[src/rtl/lbist_pkg.sv]
// Shared LBIST definitions: evaluator FSM encoding, default feedback polynomials
// per supported signature width, and a small helper for width-generic feedback.
package lbist_pkg;

  // Evaluator FSM states; encodings are fixed so other LBIST blocks can decode them.
  typedef enum logic [1:0] {
    IDLE    = 2'd0,
    COMPACT = 2'd1,
    COMPARE = 2'd2,
    DONE    = 2'd3
  } misr_state_t;

  // Default feedback tap masks (bit i set = XOR feedback into stage i).
  localparam logic [7:0]  POLY_8  = 8'h1D;
  localparam logic [15:0] POLY_16 = 16'h002D;
  localparam logic [22:0] POLY_23 = 23'h000021;
  localparam logic [23:0] POLY_24 = 24'h000087;

  // Start requests are honoured only when no session is in flight.
  function automatic logic start_allowed(input misr_state_t st);
    return (st == IDLE) || (st == DONE);
  endfunction

endpackage

[src/rtl/misr_sig_eval_if.sv]
// Evaluator bus: session control from the LBIST controller, CUT response
// stream in, status and signature back out.
interface misr_sig_eval_if #(
  parameter int WIDTH = 24,
  parameter int PAT_W = 16
);
  logic             start;
  logic [PAT_W-1:0] pat_cnt;
  logic             din_valid;
  logic [WIDTH-1:0] din;
  logic [WIDTH-1:0] golden;
  logic             busy;
  logic             done;
  logic             pass;
  logic [WIDTH-1:0] signature;

  // Controller / CUT side drives the session and the response stream.
  modport master (
    output start, pat_cnt, din_valid, din, golden,
    input  busy, done, pass, signature
  );

  // Evaluator side.
  modport slave (
    input  start, pat_cnt, din_valid, din, golden,
    output busy, done, pass, signature
  );
endinterface

[src/rtl/misr_core.sv]
// Galois-form MISR register: WIDTH stages, XOR feedback taps from POLY,
// reloads SEED on reset or load, compacts one response vector per enabled cycle.
module misr_core #(
  parameter int               WIDTH = 24,
  parameter logic [WIDTH-1:0] POLY  = 24'h000087,
  parameter logic [WIDTH-1:0] SEED  = 24'h000064
) (
  input  logic             clk,
  input  logic             rst,
  input  logic             load,
  input  logic             en,
  input  logic [WIDTH-1:0] din,
  output logic [WIDTH-1:0] sig
);

  logic [WIDTH-1:0] feedback;
  logic [WIDTH-1:0] sig_next;

  // Feedback is applied only when the outgoing MSB is set.
  assign feedback = sig[WIDTH-1] ? POLY : '0;
  assign sig_next = {sig[WIDTH-2:0], 1'b0} ^ din ^ feedback;

  // Signature register: seed load has priority over compaction.
  always_ff @(posedge clk) begin
    // NOTE: reset is sampled synchronously here, so it sits inside the clocked
    // branch rather than in the sensitivity list.
    if (rst || load) begin
      sig <= SEED;
    end else if (en) begin
      sig <= sig_next;
    end
  end

endmodule

[src/rtl/misr_sig_eval.sv]
// LBIST output evaluator: runs a session over pat_cnt CUT response vectors,
// compacts them in a MISR and compares the final signature with a golden value.
module misr_sig_eval
  import lbist_pkg::*;
#(
  parameter int               WIDTH = 24,
  parameter logic [WIDTH-1:0] POLY  = POLY_24,
  parameter logic [WIDTH-1:0] SEED  = 24'h000064,
  parameter int               PAT_W = 16
) (
  input logic             clk,
  input logic             rst,
  misr_sig_eval_if.slave  bus
);

  misr_state_t      state;
  logic [PAT_W-1:0] remaining;
  logic             busy_q;
  logic             done_q;
  logic             pass_q;
  logic [WIDTH-1:0] sig;
  logic             accept_start;
  logic             compact_en;

  // A start is taken only between sessions; response vectors only while compacting.
  assign accept_start = bus.start && start_allowed(state);
  assign compact_en   = (state == COMPACT) && bus.din_valid;

  misr_core #(
    .WIDTH (WIDTH),
    .POLY  (POLY),
    .SEED  (SEED)
  ) u_core (
    .clk  (clk),
    .rst  (rst),
    .load (accept_start),
    .en   (compact_en),
    .din  (bus.din),
    .sig  (sig)
  );

  // Session FSM with pattern counter and registered status outputs.
  always_ff @(posedge clk) begin
    if (rst) begin
      state     <= IDLE;
      remaining <= '0;
      busy_q    <= 1'b0;
      done_q    <= 1'b0;
      pass_q    <= 1'b0;
    end else begin
      unique case (state)
        IDLE, DONE: begin
          if (bus.start) begin
            // NOTE: non-blocking assignments keep every register here updating
            // from the same pre-edge values, regardless of statement order.
            remaining <= bus.pat_cnt;
            done_q    <= 1'b0;
            pass_q    <= 1'b0;
            busy_q    <= 1'b1;
            state     <= (bus.pat_cnt == '0) ? COMPARE : COMPACT;
          end
        end
        COMPACT: begin
          // Gaps in din_valid simply stall the session; there is no timeout.
          if (bus.din_valid) begin
            remaining <= remaining - 1'b1;
            if (remaining == PAT_W'(1)) begin
              state <= COMPARE;
            end
          end
        end
        COMPARE: begin
          pass_q <= (sig == bus.golden);
          done_q <= 1'b1;
          busy_q <= 1'b0;
          state  <= DONE;
        end
        default: begin
          state <= IDLE;
        end
      endcase
    end
  end

  assign bus.busy      = busy_q;
  assign bus.done      = done_q;
  assign bus.pass      = pass_q;
  assign bus.signature = sig;

endmodule
[src/flat_wrapper.sv]
// flat-port wrapper written by rule: the top's interface ports become plain ports
module misr_sig_eval_flat import lbist_pkg::*;
#(
  parameter int               WIDTH = 24,
  parameter logic [WIDTH-1:0] POLY  = POLY_24,
  parameter logic [WIDTH-1:0] SEED  = 24'h000064,
  parameter int               PAT_W = 16
)
  (clk, rst, bus_start, bus_pat_cnt, bus_din_valid, bus_din, bus_golden, bus_busy, bus_done, bus_pass, bus_signature);
  misr_sig_eval_if #(.WIDTH(WIDTH), .PAT_W(PAT_W)) bus_i ();
  input logic clk;
  input logic rst;
  input wire logic [$bits(bus_i.start)-1:0] bus_start;
  input wire logic [$bits(bus_i.pat_cnt)-1:0] bus_pat_cnt;
  input wire logic [$bits(bus_i.din_valid)-1:0] bus_din_valid;
  input wire logic [$bits(bus_i.din)-1:0] bus_din;
  input wire logic [$bits(bus_i.golden)-1:0] bus_golden;
  output wire logic [$bits(bus_i.busy)-1:0] bus_busy;
  output wire logic [$bits(bus_i.done)-1:0] bus_done;
  output wire logic [$bits(bus_i.pass)-1:0] bus_pass;
  output wire logic [$bits(bus_i.signature)-1:0] bus_signature;
  assign bus_i.start = bus_start;
  assign bus_i.pat_cnt = bus_pat_cnt;
  assign bus_i.din_valid = bus_din_valid;
  assign bus_i.din = bus_din;
  assign bus_i.golden = bus_golden;
  assign bus_busy = bus_i.busy;
  assign bus_done = bus_i.done;
  assign bus_pass = bus_i.pass;
  assign bus_signature = bus_i.signature;
  misr_sig_eval #(.WIDTH(WIDTH), .POLY(POLY), .SEED(SEED), .PAT_W(PAT_W)) u_core (.clk(clk), .rst(rst), .bus(bus_i));
endmodule
[config.mk]
export PLATFORM = sky130hd
export DESIGN_NAME = misr_sig_eval_flat
export DESIGN_NICKNAME = d
export VERILOG_FILES = /design/src/rtl/lbist_pkg.sv /design/src/rtl/misr_sig_eval_if.sv /design/src/rtl/misr_core.sv /design/src/rtl/misr_sig_eval.sv /design/src/flat_wrapper.sv
export SDC_FILE = /design/constraint.sdc
export NUM_CORES = 1
export LEC_CHECK = 0
export CORE_ASPECT_RATIO = 1.1
export CORE_MARGIN = 10
export CORE_UTILIZATION = 49
export DETAILED_ROUTE_END_ITERATION = 10
export HOLD_SLACK_MARGIN = 0.03
export PLACE_DENSITY = 0.86
export SLEW_MARGIN = 20
export SYNTH_ARGS = -nofsm -noshare
export SYNTH_HDL_FRONTEND = slang
export SYNTH_SLANG_ARGS = --single-unit
[constraint.sdc]
create_clock -name clk -period 3.05 [get_ports clk]
set_input_delay 0.305 -clock clk [delete_from_list [all_inputs] [get_ports clk]]
set_output_delay 0.305 -clock clk [all_outputs]
set_load 0.02 [all_outputs]
After elaboration in Yosys (flattened, before gate mapping)
Cells that the tools add are included.
- order comparisons: 0
- $mul: 0
- add/subtract/negate cells: 1
- equal/unequal tests: 8
- shift-type cells: 0
- bitwise gates (word level): 2
- muxes and demuxes: 14
- divide/modulo/power cells: 0
- reduce and logical (&&, ||, !) cells: 12
- operator list (cell ; count):
    XOR 24 bit ; 2
    two-way mux 16 bit ; 2
    one-hot mux 16 bit (2 select lines) ; 1
    == test 24 bit ; 1
    == test 16 x 1 -> 1 bit, second input constant ; 1
    zero test 16 bit ; 1
    subtractor 16 x 1 -> 16 bit, second input constant ; 1
    two-way mux 2 bit ; 4
    two-way mux 8 bit ; 1
    != test 2 bit, second input constant ; 3
    one-hot mux 1 bit (2 select lines) ; 3
    one-hot mux 2 bit (3 select lines) ; 1
    AND reduction 3 bit ; 2
    == test 2 bit, second input constant ; 2
    nonzero test 2 bit ; 2
    == test 2 x 1 -> 1 bit, second input constant ; 1
    logical AND 1 bit ; 2
    zero test 2 bit ; 1
    logical OR 1 bit ; 2
    two-way mux 1 bit ; 2
    AND reduction 2 bit ; 1
    OR reduction 2 bit ; 1
- input bits: 68
- word-level logic and storage cells: 43
- output and inout bits: 27
- memories: 0
- latch bits: 0
- flip-flop bits (word level): 45
- bits in read-only memories: 0
- RAM bits: 0

Logic depth before layout (Yosys ltp)
Gate-level depths: netlist of run 1.
- depth after elaboration: 4
- mapped depth: 8

Cells and area by module
From an unflattened synthesis of run 1, not the netlist that was laid out.
- cells, all modules: 316
- area, all modules: 2635.0 µm²
- by module, submodules not included (module ; times used ; area an instance (µm²) ; cells an instance):
    misr_sig_eval ; 1 ; 1579.0 ; 207
    misr_core ; 1 ; 1056.0 ; 109

Least setup slack after synthesis of run 1
No wires, ideal clock.
- path type: flip-flop to flip-flop
- from: register u_core.state[0]
- to: register u_core.remaining[15]
- arrival: 1737 ps
- setup slack: 1239 ps
- path buffers: 0
- cell stages (with the launch flop): 7
- required time: 2976 ps
- cells stage by stage: dfxtp_1 inv_1 ha_1 mux2i_1 or2_1 or4_1 a31oi_1
- longest elaborated chain between the ends: 4
- ends and longest elaborated chain (what ; RTL line ; RTL):
    start: declaration ; misr_sig_eval.sv:16 ; misr_state_t state;
    start signal: assignment ; misr_sig_eval.sv:60 ; state <= (bus.pat_cnt == '0) ? COMPARE : COMPACT;
    == test 2 bit or zero test 2 bit (tied branches) ; misr_sig_eval.sv:51 ; unique case (state)
    OR reduction 2 bit ; misr_sig_eval.sv:51 ;
    != test 2 bit (no line) or nonzero test 2 bit (tied branches) ; n/a ;
    AND reduction 3 bit (no line) ; n/a ;
    end signal: assignment ; misr_sig_eval.sv:56 ; remaining <= bus.pat_cnt;
    end signal: assignment ; misr_sig_eval.sv:66 ; remaining <= remaining - 1'b1;
    end: declaration ; misr_sig_eval.sv:17 ; logic [PAT_W-1:0] remaining;
Several ways; a longest one is shown, not always the timed one.
A chain may end at the register's enable or synchronous reset.

Worst setup path in the final report of run 1
- from: register u_core.state[0]
- to: register u_core.remaining[0]
The elaborated chain is that of the path after synthesis.

==> impl_metrics.tcl, run 1 <==
set metrics [dict create \
    timing.hold.ws_ps 462 \
    start_kind "flip-flop" \
    drtPass1Iterations 5 \
    slowest_delay_ps 810 \
    nFillCells 417 \
    worst_pin_slew_ps 1000 \
    num_vias 2764 \
    cp.required_ps 3260 \
    status "finished clean" \
    clockBufferDepth 2 \
    routabilityCongestion 0.953 \
    yosysSeqAreaShare 0.336 \
    postCtsSetupRepairBufs 0 \
    syn_inst 320 \
    grt_usage 0.186 \
    worstSetupEndpointType "flip-flop" \
    clkSlewWorstSetupHoldPaths_ps 80 \
    dp_hpwl_um 6750 \
    synth_edf_count 0 \
    cp_slowest_cell "nor2_1" \
    rsz0062_at_grt "no" \
    cts_root_buffer "clkbuf_8" \
    rr_endpoint "u_core.remaining[0]" \
    skew_ps 8.62 \
    r2r_start "u_core.state[0]" \
    route.detailed.drc 0 \
    path_max_fanout 15 \
    max-cap-violations 0 \
    finalHoldViolCount 0 \
    drtIter0Drc 246 \
    reg2reg_setup_slack_ps 540 \
    cts_resized 0 \
    placementRows 28 \
    cts_tree "done" \
    core_area_um2 5360 \
    finalMaxSlewViolations 0 \
    port_buffers 94 \
    path_class "reg -> reg" \
    synth.ff_latch_count 45 \
    fin_crit_sh 0.822 \
    finalSetupTns_ps 0 \
    viasPerCell 5.71 \
    dieHeight_um 97.6 \
    synth_area_leader_cell "dfxtp_1" \
    cts.sinks 45 \
    diodes 0 \
    hold_depth 1 \
    routedWlPerCell_um 17.6 \
    async_reset_ff_frac 0 \
    grt_pass1_vias 2742 \
    area_growth_pct 40.5 \
    cp.arrival_ps 2710 \
    io_pins 95 \
    grt.overflow.total 0 \
    relSlewSlack 0.331 \
    ys_top_cells_by_area "dfxtp_1, xnor2_1, xor2_1" \
    nets 481 \
    power.leakage_nw 1.37 \
    fmaxAchievable_mhz 399 \
    syn_nets 392 \
    ys_top_cells_by_count "dfxtp_1, nor2_1, xnor2_1" \
    cts_hold_buf 0 \
    fin_crit_ps 2510 \
    drtAntennaViolNets 0 \
    numCtsBuffers 5 \
    min_to "u_core.bus.done" \
    yosys.area.top_type_share 0.336 \
    fp.dieW_um 90.5 \
    reg2reg_depth 6 \
    syn-mean-instance-area_um2 8.38 \
    grt_max_degree 41 \
    ys_warn_count 0 \
    ys_types 50 \
    netlist_area_um2 2680 \
    htree_levels 2 \
    setup_viol 0 \
    yosysMostFrequentCell "dfxtp_1" \
    grt_pass1_wl_um 13500 \
    p_per_area_nw_per_um2 782 \
    path_cells "inv_1, ha_1, nor2b_1, nor2_1, o21ai_0, a221oi_1" \
    layout-drive-gt1-share 0.0440 \
    initial_core_util 0.500 \
    min_path_type "reg -> reg" \
    clk_latency_ps 300 \
    fp.dieArea_um2 8840 \
    antenna_found_initial 0 \
    hold_path_startpoint "u_core.bus.done" \
    synth_ff_type "dfxtp_1" \
    irDropWorstVdd_mv 0.335 \
    wl_um 8530 \
]
-- cell usage in the layout (no fill, tap or decap), drive strengths merged, types with 3 or more instances in the layout --
master and count:
a31oi 4, mux2i 3, nand3 8, nor3 6, xnor2 26, dfxtp 45
o21ai 12, clkbuf 7, xor2 25, a21oi 20, ha 4, buf 5
o22ai 3, nand4 5, a211oi 25, inv 9, nor4 13, nand3b 3
o32ai 3, clkdlybuf4s50 94, nand2 13, nor2b 8, o211ai 3, nor2 31
nand2b 5
-- cell type report --
type                    count  area, um2  share of cell area
clock buffers               7       86.3              0.0229
multi-input cells         248       1670               0.444
inverters                  10       37.5             0.00996
well taps                  75       93.8              0.0249
repair buffers             99        978               0.260
flip-flops and latches     45        901               0.239
-- stage by stage --
step                       util  instance area, um2  power (mW)  instances  setup WS, ps
after floorplan               -                2680        2.03        320          1240
after global placement    0.687                3680        2.51        477           705
after detailed placement  0.687                3680        2.56        477           553
after CTS                 0.703                3770        2.93        484           593
after global routing      0.703                3770        3.15        484           380
final                     0.703                3770        2.95        484           543
-- critical path, delay by kind of cell, from the launching register on --
family                   cells  cell delay, ps
AND/OR/NAND/NOR              2            1090
buffers and inverters        1              50
flip-flops                   1             360
adder cells (fa/ha/maj)      1             370
AO/OA/AOI/OAI                2             540
-- registers in the layout, summed over array words and instances (netlist names) --
| register | count |
|---|---|
| u_core.bus.busy | 1 |
| u_core.bus.done | 1 |
| u_core.bus.pass | 1 |
| u_core.remaining | 16 |
| u_core.state | 2 |
| u_core.u_core.sig | 24 |
-- cell families (layout without fill, tap and decap cells) --
logic type | after synthesis | count (layout) | share of synthesized area
flip-flops | 45 | 45 | 0.336
AO/OA/AOI/OAI | 82 | 82 | 0.201
AND/OR/NAND/NOR | 106 | 106 | 0.218
XOR/XNOR | 51 | 51 | 0.167
buffers and inverters | 27 | 116 | 0.0406
multiplexers | 5 | 5 | 0.0196
adder cells (fa/ha/maj) | 4 | 4 | 0.0187
-- worst max-delay path by stage --
stage	depth (start not counted)	startpoint	to	slack, ps
after detailed placement	5	bus_start	u_core.remaining[0]	550
after CTS	6	u_core.state[0]	u_core.remaining[0]	590
after floorplan	6	u_core.state[0]	u_core.remaining[15]	1240
after global placement	5	bus_start	u_core.remaining[0]	700
final	6	u_core.state[0]	u_core.remaining[0]	540
after global routing	6	u_core.state[0]	u_core.remaining[0]	380
-- power breakdown --
group          total, mW  internal, mW  switching (mW)
registers          0.966         0.754           0.212
clock network      0.376         0.180           0.196
logic               1.61         0.694           0.912
-- per-layer routing --
layer	up-vias	routed length (um)	GRT usage
met1	1258	3170	0.195
met2	144	4230	0.319
met5	-	0	0
met3	19	952	0.0889
li1	1343	-	-
met4	0	176	0.0625
No activity file was read; power rests on OpenSTA's default activity.
==> run 2: changes to the inputs <==
--- a/config.mk
+++ b/config.mk
@@ -7,10 +7,10 @@
 export LEC_CHECK = 0
 export CORE_ASPECT_RATIO = 1.1
 export CORE_MARGIN = 10
-export CORE_UTILIZATION = 49
+export CORE_UTILIZATION = 41
 export DETAILED_ROUTE_END_ITERATION = 10
 export HOLD_SLACK_MARGIN = 0.03
-export PLACE_DENSITY = 0.86
+export PLACE_DENSITY = 0.77
 export SLEW_MARGIN = 20
 export SYNTH_ARGS = -nofsm -noshare
 export SYNTH_HDL_FRONTEND = slang
==> constraint.sdc (replaced) <==
create_clock -name clk -period 2.3 [get_ports clk]
set_input_delay 0.23 -clock clk [delete_from_list [all_inputs] [get_ports clk]]
set_output_delay 0.23 -clock clk [all_outputs]
set_load 0.02 [all_outputs]
==> impl_metrics.tcl, run 2 (synthesis gave the netlist of run 1 again) <==
set metrics [dict create \
    irDropWorstVdd_mv 0.490 \
    cts_hold_buf 0 \
    routedWlPerCell_um 17.1 \
    route.detailed.drc 0 \
    fp.dieW_um 97.1 \
    finalSetupTns_ps 0 \
    worst_pin_slew_ps 606 \
    final_common_cell "clkdlybuf4s50_1" \
    num_vias 2721 \
    rsz0062_at_grt "no" \
    status "finished clean" \
    placementRows 30 \
    viasPerCell 5.47 \
    fin_util 0.615 \
    cts_resized 0 \
    wl_um 8520 \
    numCtsBuffers 5 \
    grt_pass1_vias 2786 \
    fmaxAchievable_mhz 496 \
    power_mw 4.10 \
    final_area_um2 3850 \
    diodes 0 \
    grt_usage 0.162 \
    postCtsSetupRepairBufs 0 \
    antenna_found_initial 0 \
    relSlewSlack 0.593 \
    cts.sinks 45 \
    fin_crit_sh 0.876 \
    dieHeight_um 105 \
    fin_crit_ps 2020 \
    core_area_um2 6270 \
    finalHoldViolCount 0 \
    setup_viol 0 \
    mostFrequentLayoutCells "clkdlybuf4s50_1, dfxtp_1, nor2_1, xnor2_1" \
    io_pins 95 \
    cp.arrival_ps 2230 \
    drtAntennaViolNets 0 \
    comb_power_share 0.544 \
    grt_pass1_wl_um 13900 \
    layout-drive-gt1-share 0.0647 \
    port_buffers 94 \
    seq_power_share 0.313 \
    cts_root_buffer "clkbuf_8" \
    drtPass1Iterations 4 \
    p_sw_frac 0.431 \
    grt_max_degree 41 \
    initial_core_util 0.428 \
    path_max_fanout 9 \
    grt.overflow.total 0 \
    reg2reg_depth 7 \
    clk_latency_ps 300 \
    max-cap-violations 0 \
    p_sw_mw 1.77 \
    cp.required_ps 2510 \
    start_kind "flip-flop" \
    clkSlewWorstSetupHoldPaths_ps 90 \
    hold_depth 1 \
    cts_tree "done" \
    finalMaxSlewViolations 0 \
    nets 489 \
    worstSetupEndpointType "flip-flop" \
    fp.dieArea_um2 10200 \
    power.leakage_nw 1.41 \
    min_path_type "reg -> reg" \
    largest_reg_flops 24 \
    p_per_area_nw_per_um2 1060 \
    routabilityCongestion 0.833 \
    top_register "u_core.u_core.sig" \
    dp_hpwl_um 6720 \
    reg_top3 "u_core.u_core.sig (24), u_core.remaining (16), u_core.state (2)" \
    p_clk_frac 0.143 \
    area_growth_pct 43.7 \
    skew_ps 8.71 \
    path_class "reg -> reg" \
    htree_levels 2 \
    clockBufferDepth 2 \
    p_int_mw 2.33 \
    placed_area_um2 3750 \
    drtIter0Drc 84 \
]
## run 2: cell count changes in the layout (fill, tap and decap cells not counted)
| cell | delta |
|---|---|
| buf_4 | +8 |
| bufinv_16 | +1 |
| clkbuf_1 | -1 |
| clkbuf_8 | -1 |
| clkinv_2 | +1 |
## run 2: cell type report
| cell class | count | area [um2] |
|---|---|---|
| flip-flops and latches | 45 | 901 |
| multi-input cells | 248 | 1670 |
| inverters | 10 | 37.5 |
| clock inverters | 2 | 35.0 |
| fillers | 585 | 2410 |
| clock buffers | 5 | 68.8 |
| repair buffers | 107 | 1040 |
| well taps | 80 | 100 |
## run 2: final timing paths
| path | from | to | slack (ps) |
|---|---|---|---|
| max | u_core.state[0] | u_core.remaining[5] | 280 |
| min | u_core.bus.done | u_core.bus.done | 470 |
| max reg2reg | u_core.state[0] | u_core.remaining[5] | 280 |
| min reg2reg | u_core.bus.done | u_core.bus.done | 470 |
## run 2: power groups by stage
stage / clock network (mW) / registers (mW) / logic (mW)
3_5_place_dp: 0 / 1.29 / 2.22
3_3_place_gp: 0 / 1.28 / 2.19
6_report: 0.584 / 1.28 / 2.23
5_1_grt: 0.629 / 1.32 / 2.46
2_1_floorplan: 0 / 1.33 / 1.36
4_1_cts: 0.604 / 1.28 / 2.23
## run 2: metrics by stage
step	std cells	setup slack (ps)	hold slack, ps
after floorplan	320	489	381
after detailed placement	490	320	451
final	497	285	469
after CTS	497	299	471
after global routing	497	90.8	492
after global placement	490	397	442
## run 2: critical path, cell delays in order, from the launching register on
cell and delay, ps:
dfxtp_1 370, inv_1 50, ha_1 370, nor2b_1 230, nor2_1 380, buf_4 250
a21oi_1 70, a211oi_1 210
## run 2: metal layers
metal	wire, um	vias up	track usage
met5	0	-	0
met1	3600	1238	0.188
met3	954	10	0.0823
met2	3850	121	0.257
li1	-	1352	-
met4	123	0	0.0422
